<file path="config.mk">
export PLATFORM = sky130hd
export DESIGN_NAME = core_run_sequencer_flat
export DESIGN_NICKNAME = d
export VERILOG_FILES = /design/src/rtl/core_run_sequencer_if.sv /design/src/rtl/core_run_sequencer.sv /design/src/flat_wrapper.sv
export SDC_FILE = /design/constraint.sdc
export NUM_CORES = 1
export LEC_CHECK = 0
export ABC_AREA = 1
export CORE_ASPECT_RATIO = 2
export CORE_MARGIN = 2
export CORE_UTILIZATION = 39
export DETAILED_ROUTE_END_ITERATION = 10
export PLACE_DENSITY = 0.77
export SYNTH_ARGS = -nofsm -noshare
export SYNTH_HDL_FRONTEND = slang
export SYNTH_SLANG_ARGS = --single-unit
</file>
<file path="constraint.sdc">
create_clock -name clk -period 1.9 [get_ports clk]
set_clock_uncertainty 0.1 [all_clocks]
set_input_delay 0.285 -clock clk [delete_from_list [all_inputs] [get_ports clk]]
set_output_delay 0.285 -clock clk [all_outputs]
set_load 0.02 [all_outputs]
</file>
<file path="src/rtl/core_run_sequencer_if.sv">
// Program-load stream, instruction-memory write port and core control lines
// shared between the run sequencer (master) and the core/loader side (slave).
interface core_run_sequencer_if #(
    parameter int DATA_WIDTH = 32,
    parameter int ADDR_WIDTH = 8
);
    logic                  load_valid;
    logic [DATA_WIDTH-1:0] load_data;
    logic                  load_ready;
    logic                  imem_w_en;
    logic [ADDR_WIDTH-1:0] imem_wr_addr;
    logic [DATA_WIDTH-1:0] imem_wr_data;
    logic [DATA_WIDTH-1:0] instr;
    logic                  memread;
    logic                  core_flush;
    logic                  core_run;

    modport master (
        input  load_valid, load_data, instr, memread,
        output load_ready, imem_w_en, imem_wr_addr, imem_wr_data, core_flush, core_run
    );

    modport slave (
        output load_valid, load_data, instr, memread,
        input  load_ready, imem_w_en, imem_wr_addr, imem_wr_data, core_flush, core_run
    );
endinterface

</file>
<file path="src/rtl/core_run_sequencer.sv">
// Run controller for the single-cycle RV32 core: boot-loads instruction memory,
// then gates core progress with a data-read wait state, halt detection and a cycle budget.
module core_run_sequencer #(
    parameter int                    DATA_WIDTH = 32,
    parameter int                    ADDR_WIDTH = 8,
    parameter int                    CNT_WIDTH  = 16,
    parameter logic [CNT_WIDTH-1:0]  MAX_CYCLES = 16'hFFFF,
    parameter logic [DATA_WIDTH-1:0] HALT_INSTR = 32'h00100073
) (
    input  logic                 clk,
    input  logic                 rst,
    core_run_sequencer_if.master bus,
    input  logic                 i_start,
    input  logic [ADDR_WIDTH:0]  i_prog_len,
    output logic                 o_busy,
    output logic                 o_done,
    output logic                 o_timeout,
    output logic [CNT_WIDTH-1:0] o_cycle_count,
    output logic [CNT_WIDTH-1:0] o_retired_count
);
    typedef enum logic [2:0] {
        S_IDLE,
        S_LOAD,
        S_PREP,
        S_RUN,
        S_WAIT,
        S_HALT
    } state_t;

    localparam logic [CNT_WIDTH-1:0] LP_LAST_CYCLE = MAX_CYCLES - 1'b1;

    state_t                r_state;
    logic [ADDR_WIDTH-1:0] r_wr_addr;
    logic [ADDR_WIDTH:0]   r_prog_len;
    logic                  r_done;
    logic                  r_timeout;
    logic [CNT_WIDTH-1:0]  r_cycle_count;
    logic [CNT_WIDTH-1:0]  r_retired_count;

    logic                  w_is_halt;
    logic                  w_budget_hit;
    logic                  w_accept;
    logic                  w_last_word;
    logic                  w_start_ok;
    logic                  w_run_retire;
    logic [CNT_WIDTH-1:0]  w_cycle_next;

    assign w_is_halt    = (bus.instr == HALT_INSTR);
    // ">=" lets a budget crossed during WAIT still trigger the timeout in RUN.
    assign w_budget_hit = (r_cycle_count >= LP_LAST_CYCLE);
    assign w_accept     = bus.load_valid && (r_state == S_LOAD);
    assign w_last_word  = ({1'b0, r_wr_addr} == (r_prog_len - 1'b1));
    assign w_start_ok   = i_start && (i_prog_len != '0);
    assign w_run_retire = (r_state == S_RUN) && !w_is_halt && !w_budget_hit && !bus.memread;
    assign w_cycle_next = (r_cycle_count == MAX_CYCLES) ? r_cycle_count : r_cycle_count + 1'b1;

    assign bus.load_ready   = (r_state == S_LOAD);
    assign bus.imem_w_en    = w_accept;
    assign bus.imem_wr_addr = r_wr_addr;
    assign bus.imem_wr_data = bus.load_data;
    assign bus.core_flush   = (r_state == S_IDLE) || (r_state == S_LOAD) || (r_state == S_PREP);
    assign bus.core_run     = w_run_retire || (r_state == S_WAIT);

    assign o_busy          = (r_state == S_LOAD) || (r_state == S_PREP) ||
                             (r_state == S_RUN)  || (r_state == S_WAIT);
    assign o_done          = r_done;
    assign o_timeout       = r_timeout;
    assign o_cycle_count   = r_cycle_count;
    assign o_retired_count = r_retired_count;

    always_ff @(posedge clk) begin
        if (rst) begin
            r_state         <= S_IDLE;
            r_wr_addr       <= '0;
            r_prog_len      <= '0;
            r_done          <= 1'b0;
            r_timeout       <= 1'b0;
            r_cycle_count   <= '0;
            r_retired_count <= '0;
        end else begin
            case (r_state)
                S_IDLE: begin
                    if (w_start_ok) begin
                        r_state    <= S_LOAD;
                        r_wr_addr  <= '0;
                        r_prog_len <= i_prog_len;
                    end
                end
                S_LOAD: begin
                    if (w_accept) begin
                        r_wr_addr <= r_wr_addr + 1'b1;
                        if (w_last_word) begin
                            r_state <= S_PREP;
                        end
                    end
                end
                S_PREP: begin
                    r_cycle_count   <= '0;
                    r_retired_count <= '0;
                    r_state         <= S_RUN;
                end
                S_RUN: begin
                    r_cycle_count <= w_cycle_next;
                    if (w_is_halt) begin
                        r_state <= S_HALT;
                        r_done  <= 1'b1;
                    end else if (w_budget_hit) begin
                        r_state   <= S_HALT;
                        r_done    <= 1'b1;
                        r_timeout <= 1'b1;
                    end else if (bus.memread) begin
                        r_state <= S_WAIT;
                    end else begin
                        r_retired_count <= r_retired_count + 1'b1;
                    end
                end
                S_WAIT: begin
                    r_cycle_count   <= w_cycle_next;
                    r_retired_count <= r_retired_count + 1'b1;
                    r_state         <= S_RUN;
                end
                S_HALT: begin
                    if (w_start_ok) begin
                        r_state    <= S_LOAD;
                        r_wr_addr  <= '0;
                        r_prog_len <= i_prog_len;
                        r_done     <= 1'b0;
                        r_timeout  <= 1'b0;
                    end
                end
                default: r_state <= S_IDLE;
            endcase
        end
    end
endmodule

</file>
<file path="src/flat_wrapper.sv">
// flat-port wrapper written by rule: the top's interface ports become plain ports
module core_run_sequencer_flat 
#(
    parameter int                    DATA_WIDTH = 32,
    parameter int                    ADDR_WIDTH = 8,
    parameter int                    CNT_WIDTH  = 16,
    parameter logic [CNT_WIDTH-1:0]  MAX_CYCLES = 16'hFFFF,
    parameter logic [DATA_WIDTH-1:0] HALT_INSTR = 32'h00100073
)
  (clk, rst, i_start, i_prog_len, o_busy, o_done, o_timeout, o_cycle_count, o_retired_count, bus_load_valid, bus_load_data, bus_instr, bus_memread, bus_load_ready, bus_imem_w_en, bus_imem_wr_addr, bus_imem_wr_data, bus_core_flush, bus_core_run);
  core_run_sequencer_if #(.DATA_WIDTH(DATA_WIDTH), .ADDR_WIDTH(ADDR_WIDTH)) bus_i ();
  input  logic clk;
  input  logic rst;
  input  logic i_start;
  input  logic [ADDR_WIDTH:0] i_prog_len;
  output logic o_busy;
  output logic o_done;
  output logic o_timeout;
  output logic [CNT_WIDTH-1:0] o_cycle_count;
  output logic [CNT_WIDTH-1:0] o_retired_count;
  input wire logic [$bits(bus_i.load_valid)-1:0] bus_load_valid;
  input wire logic [$bits(bus_i.load_data)-1:0] bus_load_data;
  input wire logic [$bits(bus_i.instr)-1:0] bus_instr;
  input wire logic [$bits(bus_i.memread)-1:0] bus_memread;
  output wire logic [$bits(bus_i.load_ready)-1:0] bus_load_ready;
  output wire logic [$bits(bus_i.imem_w_en)-1:0] bus_imem_w_en;
  output wire logic [$bits(bus_i.imem_wr_addr)-1:0] bus_imem_wr_addr;
  output wire logic [$bits(bus_i.imem_wr_data)-1:0] bus_imem_wr_data;
  output wire logic [$bits(bus_i.core_flush)-1:0] bus_core_flush;
  output wire logic [$bits(bus_i.core_run)-1:0] bus_core_run;
  assign bus_i.load_valid = bus_load_valid;
  assign bus_i.load_data = bus_load_data;
  assign bus_i.instr = bus_instr;
  assign bus_i.memread = bus_memread;
  assign bus_load_ready = bus_i.load_ready;
  assign bus_imem_w_en = bus_i.imem_w_en;
  assign bus_imem_wr_addr = bus_i.imem_wr_addr;
  assign bus_imem_wr_data = bus_i.imem_wr_data;
  assign bus_core_flush = bus_i.core_flush;
  assign bus_core_run = bus_i.core_run;
  core_run_sequencer #(.DATA_WIDTH(DATA_WIDTH), .ADDR_WIDTH(ADDR_WIDTH), .CNT_WIDTH(CNT_WIDTH), .MAX_CYCLES(MAX_CYCLES), .HALT_INSTR(HALT_INSTR)) u_core (.clk(clk), .rst(rst), .bus(bus_i), .i_start(i_start), .i_prog_len(i_prog_len), .o_busy(o_busy), .o_done(o_done), .o_timeout(o_timeout), .o_cycle_count(o_cycle_count), .o_retired_count(o_retired_count));
endmodule
</file>
After elaboration in Yosys (flattened, before gate mapping):

Cells that the tools add are included.

* output and inout port bits: 79
* input port bits: 78
* logic and storage cells: 83
* flip-flop bits (word level): 54

* add/sub/neg operators: 4
* order comparisons: 1
* equality and inequality tests: 19
* reduce and logical (&&, ||, !) cells: 30
* mux-type cells: 22

Operators with widths (number)
* $mux 16: 4
* $pmux 16 s3: 1
* $add 16x1->16 const B: 2
* $eq 32x21->1 const B: 1
* $pmux 16 s2: 1
* $mux 3: 6
* $eq 16x16->1 const B: 1
* $ge 16x16->1 const B: 1
* $mux 8: 2
* $pmux 8 s2: 1
* $pmux 3 s4: 1
* $reduce_and 4->1: 3
* $ne 2x1->1 const B: 5
* $eq 8x9->1: 1
* $reduce_bool 9->1: 1
* $sub 9x1->9 const B: 1
* $add 8x1->8 const B: 1
* $ne 2x2->1 const B: 4
* $eq 3x2->1 const B: 2
* $eq 3x3->1 const B: 2
* $logic_or 1x1->1: 6
* $reduce_and 3->1: 2
* $reduce_bool 2->1: 3
* $reduce_or 2->1: 3
* other kinds (10): 21

Logic depth before layout (Yosys ltp):

* depth after elaboration: 6
* depth in mapped cells: 15
* mapped depth without buffers: 15

Worst setup path after synthesis:

Ideal clock, no wire load.

* kind: flip-flop to flip-flop
* start point: reg u_core.r_cycle_count[1], in the netlist u_core.o_cycle_count[1]
* end point: reg u_core.r_cycle_count[5], in the netlist u_core.o_cycle_count[5]
* buffers on the path: 0
* data required time: 1686 ps
* setup slack: -49 ps
* library setup time: 114 ps
* arrival time: 1735 ps
* period minus slack after synthesis: 1949 ps
* stages on the path, launching flop included: 12
* path through: dfxtp_1 -> ha_1 -> inv_1 -> nor2_1 -> nand2_1 -> o21ai_2 -> nand2_4 -> inv_4 -> nor2_2 -> nand2_1 -> xor2_1 -> nor2_1

* word-level cells in the longest chain between the ends: 3
* elaborated cells between the ends (all ways): 6
* those cells by class: 1 x add/sub; 2 x eq/ne; 2 x mux; 1 x reduce/logical

Ends and longest elaborated chain
* start, declared: line core_run_sequencer.sv:37 `logic [CNT_WIDTH-1:0] r_cycle_count;`
* start signal, assigned: line core_run_sequencer.sv:103 `r_cycle_count <= w_cycle_next;`
* start signal, assigned: line core_run_sequencer.sv:118 `r_cycle_count <= w_cycle_next;`
* $add 16x1->16 / $eq 16x16->1 (equally long branches): line core_run_sequencer.sv:55 `assign w_cycle_next = (r_cycle_count == MAX_CYCLES) ? r_cycle_count : r_cycle_count + 1'b1;`
* $mux 16 / $ne 2x2->1 (equally long branches)
* $pmux 16 s2 / $reduce_and 2->1 (equally long branches)

Parallel ways exist; a longest one is shown, timed or not. The select of a mux whose other input is x is not followed.
A chain may end at the register's enable or synchronous reset.

Worst setup path in the final report:

* start point: reg u_core.r_cycle_count[2], in the netlist u_core.o_cycle_count[2]
* end point: out bus_core_run

* word-level cells in the longest chain between the ends: 5

Ends and longest elaborated chain
* $ge 16x16->1: line core_run_sequencer.sv:50 `assign w_budget_hit = (r_cycle_count >= LP_LAST_CYCLE);`
* $logic_not 1->1: line core_run_sequencer.sv:54 `assign w_run_retire = (r_state == S_RUN) && !w_is_halt && !w_budget_hit && !bus.memread;`
* $logic_and 1x1->1 (2 in series): line core_run_sequencer.sv:54
* $logic_or 1x1->1: line core_run_sequencer.sv:62 `assign bus.core_run = w_run_retire || (r_state == S_WAIT);`
* end, declared: line flat_wrapper.sv:30 `output wire logic [$bits(bus_i.core_run)-1:0] bus_core_run;`

No other way between the ends.

==> results.txt <==
----------------------------------------------------
[STA]
  Final clock period utilization by the worst path ... 101%
  Count of final hold-check violations ... 0
  Maximum clock rate ... 0.522 GHz
  Final critical-path required period ... 1.92 ns
  RSZ-0062 raised after global routing ... true
  Slew HR ... 76.0%
  Final-report setup violation count ... 1
  Number of slew-limit violations in the final report ... 0
  Slew of the pin with the lowest slew margin ... 0.357 ns
  Minimum setup slack in the final design ... -0.0172 ns

[Critical path]
  Worst Path Required ... 1.51 ns
  Critical Path Source ... u_core.o_cycle_count[2]
  Type of origin of the critical path ... register
  Maximum net fanout on the critical path ... 2
  Startpoint of the worst register-to-register path ... u_core.o_cycle_count[1]
  Data arrival, critical path ... 1.53 ns
  Setup Crit Path Kind ... reg -> out
  Kind of capture point of the worst setup path ... primary output

[Floorplan]
  Number of rows in the core area ... 49
  Starting Density ... 40.1%
  IO Pins ... 157
  Die span in y ... 140 µm
  Die X ... 72.1 µm
  DIE AREA ... 10100 µm²
  Placeable core area ... 9010 µm²

[Placement]
  DP Worst Slack ... -0.479 ns
  Post-DP HPWL ... 8.96 mm
  Number of port buffers ... 92
  Gp weighted congestion ... 0.961

[GRT]
  Initial antenna violation count ... 0
  Pin count of the biggest net entering global routing ... 20
  GRT overflow ... 0
  Global-route wire length before repair ... 18.7 mm
  Vias in the first global route ... 4141
  Overall fraction of global-route tracks in use ... 22.9%

[Yosys]
  Seq cells post-synth ... 54
  Net Count, Synth ... 651
  Fraction of post-synthesis cell area in the top cell type by area ... 29.9%
  Post-synth design cell area ... 3620 µm²
  Library cell occupying the most area in the post-synthesis netlist ... dfxtp_1
  Warnings from Yosys ... 0
  Cells after synthesis ... 568
  Share of flip-flops with an asynchronous set or reset ... 0%
  Number of enable-type register cells in the synthesized netlist ... 0
  Most instantiated flip-flop cell in the synthesis netlist ... dfxtp_1
  Count of distinct cell types in the synthesized netlist ... 34
  Sequential share of the synthesized area ... 29.9%
  Mean Syn Cell Area ... 6.37 µm²
  Top cells by area, synth ... dfxtp_1, nand2_1, nor2_1

[Route]
  Antenna-violating nets left ... 0
  Vias per cell ... 5.10
  Mean routed wirelength per cell ... 14.2 µm
  First-iteration detailed-routing DRC count ... 167
  Count of unresolved DRC violations after routing ... 0
  Total wire length ... 11.3 mm
  DRT Pass-1 Iters ... 4
  Number of vias in the routed layout ... 4063

[Power and ir drop]
  Power density normalized to cell area ... 794 nW/µm²
  Post-route total power ... 4.19 mW
  Leakage power figure ... 2.08 nW
  Largest voltage drop on the vdd net ... 0.562 mV

[Run]
  Max Cap Viol ... 0

[Clock network]
  Hold buffer count at CTS ... 0
  Max Buffers Root-to-Sink ... 2
  Clock tree from TritonCTS ... yes
  Clock buffer count from CTS ... 5
  Post-CTS clock slew at the launch and capture registers of the worst setup and hold paths ... 0.07 ns
  Clk Latency, worst-skew pair ... 0.29 ns
  Root Driver ... clkbuf_16
  H-tree levels ... 2
  CTS sink count ... 54

[Final layout]
  Post-layout nets ... 777
  Area Growth Syn to Fin ... 45.7%
  Layout cells sized above 1 ... 22.0%
  N_diodes ... 0

[Status]
  Status ... finished, violations left
  Failing checks ... setup timing

[Min path]
  Type of the worst min-delay path ... reg -> reg
  Hold Crit Start ... u_core.o_timeout

----------------------------------------------------
-- state kept, by name, indices dropped and copies added (netlist names) --
signal and count:
u_core.o_cycle_count 16, u_core.o_retired_count 16, u_core.bus.imem_wr_addr 8, u_core.o_done 1, u_core.r_prog_len 9, u_core.r_state 3
u_core.o_timeout 1
-- cell usage in the layout (no fill, tap or decap), types with 2 or more instances in the layout --
master / instances
inv_1: 47
nand2_2: 11
nor3_1: 9
nor2_1: 80
nor3_2: 7
inv_4: 2
o21ai_2: 4
o21ai_0: 19
buf_4: 64
dfxtp_1: 47
o21ai_1: 3
a21oi_2: 10
ha_2: 2
clkdlybuf4s50_1: 87
a21oi_1: 35
dfxtp_4: 2
nor2_2: 5
nand3_1: 36
nor2_4: 2
or2_2: 3
nand4_1: 13
nand2_1: 128
nand3_2: 2
buf_6: 5
nand2_4: 2
inv_2: 11
dfxtp_2: 5
a31oi_1: 2
clkbuf_16: 5
ha_1: 2
o21bai_1: 2
xor2_1: 24
-- critical path: stages (launching register included) --
cell and delay, ns:
dfxtp_1 0.36, nand2_2 0.08, inv_2 0.08, o21ai_2 0.06, nor3_2 0.22, nand2_1 0.13, nand3_2 0.10, nand2_2 0.08
buf_6 0.13
-- cell type report --
class                           count  area [µm²]
Multi-Input combinational cell    411        2170
Inverter                           61         241
Clock buffer                        6         139
Tap cell                          102         128
Clock inverter                      1        30.0
Timing Repair Buffer              161        1470
Fill cell                         826        3740
Sequential cell                    54        1090
-- per-stage QoR --
step | instances | util [%] | hold WS, ns | cell area [µm²] | setup TNS [ns]
after detailed placement | 786 | 54.2 | 0.359 | 4890 | -5.67
after floorplan | 568 | - | 0.320 | 3620 | 0
after global routing | 796 | 58.5 | 0.410 | 5270 | -1.22
final | 796 | 58.5 | 0.378 | 5270 | -0.0172
after global placement | 786 | 54.2 | 0.361 | 4890 | -4.99
after CTS | 793 | 56.2 | 0.381 | 5060 | -0.0627
-- Yosys cell counts (10+ instances only) --
cell type,count
a21oi_1,45
buf_4,33
dfxtp_1,54
inv_1,49
inv_2,10
nand2_1,138
nand3_1,37
nand4_1,13
nor2_1,85
nor3_1,15
o21ai_0,20
xor2_1,24
-- report_power, final --
| group | leakage, nW | internal [mW] | total, mW | switching (mW) |
|---|---|---|---|---|
| combinational | 1.56 | 0.750 | 1.79 | 1.04 |
| sequential | 0.441 | 1.22 | 1.34 | 0.118 |
| clock | 0.0829 | 0.651 | 1.06 | 0.407 |
-- repair_timing --
| item | CTS | global route |
|---|---|---|
| endpoints found under the setup margin | 8 | 51 |
| setup buffers | 0 | 3 |
| gates resized for setup | 14 | 59 |
| pin swaps | 1 | 22 |
-- cell families (layout without fill, tap and decap cells) --
| logic type | after synthesis | in the layout | share of synthesized area (%) |
|---|---|---|---|
| simple gates | 302 | 302 | 35.9 |
| buf+inv | 103 | 229 | 14.5 |
| compound gates | 79 | 79 | 11.9 |
| flops | 54 | 54 | 29.9 |
| xor+xnor | 25 | 25 | 6.05 |
| fa+ha+maj | 5 | 5 | 1.73 |
-- final timing paths --
check	end	slack, ns	cells past startpoint
min	u_core.o_timeout	0.38	2
max reg2reg	u_core.o_cycle_count[14]	0.02	9
min reg2reg	u_core.o_timeout	0.38	2
max	bus_core_run	-0.02	8
-- metal layers --
layer | vias to the layer above | wire length (µm) | GRT usage [%]
met1 | 1894 | 3870 | 21.4
met4 | 0 | 403 | 11.6
met5 | - | 0 | 0
met2 | 96 | 6640 | 45.3
li1 | 2040 | - | -
met3 | 33 | 362 | 3.45
Power figures use the tool's default switching activity.
